==> src/rtl/pipeline_hazard_ctrl.sv <==
// Pipeline register sequencer: per-stage enables/clears for load-use stalls,
// branch squash, data-RAM wait states and exception flush/redirect.
module pipeline_hazard_ctrl #(
    parameter int          MEM_TIMEOUT = 16,
    parameter logic [31:0] EXC_VECTOR  = 32'h0000_0008
) (
    input  logic        clk,
    input  logic        rst,
    input  logic        cpu_en,
    input  logic [4:0]  id_rs,
    input  logic [4:0]  id_rt,
    input  logic        id_useRs,
    input  logic        id_useRt,
    input  logic        ex_memRead,
    input  logic [4:0]  ex_registerWriteAddress,
    input  logic        branch_taken,
    input  logic        except_req,
    input  logic [31:0] mem_pc,
    input  logic        mem_req,
    input  logic        mem_ready,
    output logic        if_en,
    output logic        id_en,
    output logic        ex_en,
    output logic        mem_en,
    output logic        id_clear,
    output logic        ex_clear,
    output logic        mem_clear,
    output logic        redirect,
    output logic [31:0] redirect_pc,
    output logic [31:0] epc,
    output logic        bus_error,
    output logic [31:0] stall_cycles,
    output logic [1:0]  dbg_state
);

    typedef enum logic [1:0] {
        RUN          = 2'd0,
        MEM_WAIT     = 2'd1,
        EXC_FLUSH    = 2'd2,
        EXC_REDIRECT = 2'd3
    } state_t;

    localparam logic [7:0] TIMEOUT_CNT = 8'(MEM_TIMEOUT);

    state_t     state, state_nxt;
    logic [7:0] wait_cnt;
    logic       load_use;
    logic       capture_epc;
    logic       wait_load;

    assign load_use = ex_memRead && (ex_registerWriteAddress != 5'd0) &&
                      ((id_useRs && (id_rs == ex_registerWriteAddress)) ||
                       (id_useRt && (id_rt == ex_registerWriteAddress)));

    assign dbg_state = state;

    // Outputs are decoded combinationally; priority is rst > !cpu_en > state/inputs.
    always_comb begin
        if_en       = 1'b1;
        id_en       = 1'b1;
        ex_en       = 1'b1;
        mem_en      = 1'b1;
        id_clear    = 1'b0;
        ex_clear    = 1'b0;
        mem_clear   = 1'b0;
        redirect    = 1'b0;
        bus_error   = 1'b0;
        capture_epc = 1'b0;
        wait_load   = 1'b0;
        state_nxt   = state;
        if (rst) begin
            {if_en, id_en, ex_en, mem_en} = 4'b0000;
            {id_clear, ex_clear, mem_clear} = 3'b111;
            state_nxt = RUN;
        end else if (!cpu_en) begin
            {if_en, id_en, ex_en, mem_en} = 4'b0000;
        end else begin
            case (state)
                RUN: begin
                    if (except_req) begin
                        {id_clear, ex_clear, mem_clear} = 3'b111;
                        capture_epc = 1'b1;
                        state_nxt   = EXC_FLUSH;
                    end else if (mem_req && !mem_ready) begin
                        {if_en, id_en, ex_en, mem_en} = 4'b0000;
                        wait_load = 1'b1;
                        state_nxt = MEM_WAIT;
                    end else if (load_use) begin
                        // Branch is deliberately ignored; it is re-evaluated once the stall clears.
                        if_en    = 1'b0;
                        id_en    = 1'b0;
                        ex_clear = 1'b1;
                    end else if (branch_taken) begin
                        id_clear = 1'b1;
                    end
                end
                MEM_WAIT: begin
                    {if_en, id_en, ex_en, mem_en} = 4'b0000;
                    if (mem_ready) begin
                        {if_en, id_en, ex_en, mem_en} = 4'b1111;
                        state_nxt = RUN;
                    end else if (wait_cnt == TIMEOUT_CNT) begin
                        bus_error   = 1'b1;
                        capture_epc = 1'b1;
                        state_nxt   = EXC_FLUSH;
                    end
                end
                EXC_FLUSH: begin
                    {id_clear, ex_clear, mem_clear} = 3'b111;
                    state_nxt = EXC_REDIRECT;
                end
                EXC_REDIRECT: begin
                    redirect  = 1'b1;
                    id_clear  = 1'b1;
                    state_nxt = RUN;
                end
                default: state_nxt = RUN;
            endcase
        end
    end

    always_ff @(posedge clk) begin
        if (rst) begin
            state        <= RUN;
            epc          <= 32'd0;
            stall_cycles <= 32'd0;
            wait_cnt     <= 8'd0;
            redirect_pc  <= EXC_VECTOR;
        end else if (cpu_en) begin
            state <= state_nxt;
            if (capture_epc)
                epc <= mem_pc;
            if (wait_load)
                wait_cnt <= 8'd1;
            else if (state == MEM_WAIT)
                wait_cnt <= wait_cnt + 8'd1;
            if (!if_en && (stall_cycles != 32'hFFFF_FFFF))
                stall_cycles <= stall_cycles + 32'd1;
            if (state_nxt == EXC_REDIRECT)
                redirect_pc <= EXC_VECTOR;
        end
    end

endmodule

==> config.mk <==
export PLATFORM = sky130hd
export DESIGN_NAME = pipeline_hazard_ctrl
export DESIGN_NICKNAME = d
export VERILOG_FILES = /design/src/rtl/pipeline_hazard_ctrl.sv
export SDC_FILE = /design/constraint.sdc
export NUM_CORES = 1
export LEC_CHECK = 0
export BUFFER_PORTS_ARGS = -buffer_cell sky130_fd_sc_hd__buf_2
export CAP_MARGIN = 25
export CORE_MARGIN = 5
export CORE_UTILIZATION = 45
export DETAILED_ROUTE_END_ITERATION = 6
export PLACE_DENSITY_LB_ADDON = 0.15
export SETUP_SLACK_MARGIN = 0.3
export SYNTH_ARGS = -nofsm -noshare
export SYNTH_HDL_FRONTEND = slang
export SYNTH_SLANG_ARGS = --single-unit
==> constraint.sdc <==
create_clock -name clk -period 2.72 [get_ports clk]
set_input_delay 0.136 -clock clk [delete_from_list [all_inputs] [get_ports clk]]
set_output_delay 0.136 -clock clk [all_outputs]
set_load 0.02 [all_outputs]
==> impl_metrics.csv <==
group,metric,value,unit
run_status,status,"completed",
synthesis,synth_warnings,0,
setup_path,critPathKind,"reg2reg",
power_and_ir_drop,ir_worst_vdd,0.354,mV
drt,drtAntennaViolNets,0,
synthesis,seq_area_frac_synth,36.4,%
cts,cts_made_buffers,9,
synthesis,avgSynthCellArea,8.89,um2
drt,top_layer,"met4",
floorplan,die_w,105,um
drt,met2_length,4.49,mm
cts,cts_htree_levels,3,
placement,gp_congestion,0.820,
setup_path,critPathRequiredTime,2.96,ns
grt,grtUsageTotal,16.9,%
finish,final_cell_mix,"131 x buf_2, 74 x dfxtp_1, 61 x nor2_1, 33 x mux2i_1, 32 x conb_1",
placement,dp_hpwl,7.17,mm
grt,antenna_found_initial,0,
timing,skew,0.0108,ns
floorplan,core,8760,um2
floorplan,die_y,105,um
grt,grt_pass1_vias,3357,
floorplan,initial_core_util,46.5,%
finish,fin_nets,639,
cts,worst_skew_pair.late_latency,0.35,ns
setup_path,end_kind,"flip-flop",
finish,nFillCells,817,
grt,grt_pass1_wl,15.9,mm
synthesis,synth_area_leaders,"dfxtp_1 36%, mux2i_1 8.1%, buf_4 6.8%",
timing,drv_slew,0,
setup_path,crit_fanout,37,
drt,drt-total-wl,9.77,mm
setup_path,crit_arrival,2.41,ns
placement,dpl_cell_area,4680,um2
floorplan,io_pins,164,
synthesis,synth-seq-cells,74,
synthesis,netlist.top_cell.by_area,"dfxtp_1",
placement,portBuffers,131,
timing,fmaxAchievable,461,MHz
run,cap_violations,0,
grt,grt_max_degree,53,
finish,drive_gt1_share,31.5,%
timing,period_needed,2.17,ns
drt,wl_per_cell,14.1,um
synthesis,netlist_area,4070,um2
timing,hold_violations,0,
synthesis,synthFlopType,"dfxtp_1",
drt,vias_per_cell,5.21,
timing,max_slew_margin,64.0,%
timing,setup_viol,0,
finish,area_growth,20.3,%
drt,via_count,3605,
grt,gr-total-overflow,0,
floorplan,rows,34,
drt,wl_met3,951,um
cts,path_clk_slew,0.09,ns
cts,cts_root_buf,"clkbuf_8",
drt,drc,0,
timing,tightestPinTransition,0.539,ns
drt,m1WireLength,4.23,mm
cts,cts_resized,0,
synthesis,synth_edf_count,0,
finish,fin_area,4900,um2
cts,cts_hold_buf,1,
synthesis,synth_cells,458,
setup_path,start_kind,"flip-flop",
cts,cts.path.max_buffers,2,
floorplan,die_area,11100,um2
drt,dr.first_iter.drc_count,125,
drt,drtPass1Iterations,5,
synthesis,synthArstFlopShare,0,%
synthesis,ys_types,54,
cts,cts_sinks,74,
timing,tns,0,ns
placement,placed_cells,675,
cts,post-cts-setup-buffer-count,0,
synthesis,synth_top_area_share,36.4,%
finish,antennaDiodeCount,0,
cts,cts_tree,"built",
power_and_ir_drop,power.density,481,nW/um2
worst_hold_path,worstHoldPathType,"in2reg",
timing,min_period_over_period,79.7,%
finish,final_common_cell,"buf_2",
finish,final_util,55.9,%
power_and_ir_drop,leakage,2.09,nW
finish,stdcell_count,692,
timing,rsz0062_at_grt,"no",
## logic make-up after synthesis
logic type                 after synthesis  share of synthesized area (%)
and+or+nand+nor                        188                           25.9
DFF                                     74                           36.4
buffers and inverters                   66                           10.9
AOI/OAI and AO/OA                       65                           10.4
muxes                                   44                           11.9
xor gates and xnor gates                16                           3.44
adders and majority gates                3                          0.922
other                                    2                          0.184
## critical path, cell delays in order, from the launching register on
cell,delay (ns)
dfxtp_1,0.40
and4_1,0.29
nand2_2,0.09
nor4_4,0.40
and3_1,0.29
buf_12,0.21
nor3_2,0.07
mux2_4,0.29
## through the flow
step | hold WS (ns) | power [mW] | setup slack, ns
finish | 0.00904 | 2.36 | 0.553
global route | 0.00356 | 2.46 | 0.379
CTS | 0.00110 | 2.39 | 0.547
detailed placement | 0.377 | 1.48 | 0.540
global placement | 0.368 | 1.48 | 0.539
floorplan | 0.283 | 1.41 | 0.540
## layer usage
layer / vias up / track usage [%]
met5: - / 0
met4: 0 / 5.39
met3: 9 / 5.92
li1: 1804 / -
met2: 133 / 27.3
met1: 1659 / 21.2
## path summary, 6_finish.rpt
check	startpoint	end	slack, ns	cells after the start
min	mem_pc[21]	epc[21]$_SDFFE_PP0P_	0.009	3
max reg2reg	stall_cycles[14]$_SDFFE_PP0P_	stall_cycles[30]$_SDFFE_PP0P_	0.55	7
max	stall_cycles[14]$_SDFFE_PP0P_	stall_cycles[30]$_SDFFE_PP0P_	0.55	7
min reg2reg	epc[21]$_SDFFE_PP0P_	epc[21]$_SDFFE_PP0P_	0.50	2
## cell type report
| cell class | count | area, um2 | share of cell area [%] |
|---|---|---|---|
| Clock buffer | 9 | 124 | 2.53 |
| Tap cell | 108 | 135 | 2.76 |
| Timing Repair Buffer | 142 | 778 | 15.9 |
| Clock inverter | 7 | 85.1 | 1.74 |
| Sequential cell | 74 | 1480 | 30.2 |
| Multi-Input combinational cell | 348 | 2280 | 46.6 |
| Inverter | 4 | 15.0 | 0.306 |
## registers in the layout, indices dropped and copies added, names as in the netlist
name / flops
wait_cnt: 8
dbg_state: 2
epc: 32
stall_cycles: 32
## cells in the mapped netlist, types with 3 or more instances
cell type   n
nor2b_1    15
nor3_1      3
nand3_1    19
and4_1      7
or4_1      18
or3_1       4
nand4_1     8
o21a_1      4
and3_1      8
buf_6       3
o31ai_1    17
a21oi_1    28
inv_1       4
clkbuf_1   13
nor3_2      5
ha_1        3
nand2b_1    6
nand2_1    20
mux2i_1    33
xnor2_1    12
mux2_2      3
nor2_1     61
nor4_2      3
xor2_1      4
buf_2       5
mux2_4      8
buf_4      37
o21ai_0     4
dfxtp_1    74
## power breakdown
part | switching, mW | internal [mW] | total, mW
combinational | 0.210 | 0.123 | 0.333
clock | 0.461 | 0.441 | 0.902
sequential | 0.0187 | 1.11 | 1.12
No activity file was read; power rests on OpenSTA's default activity.
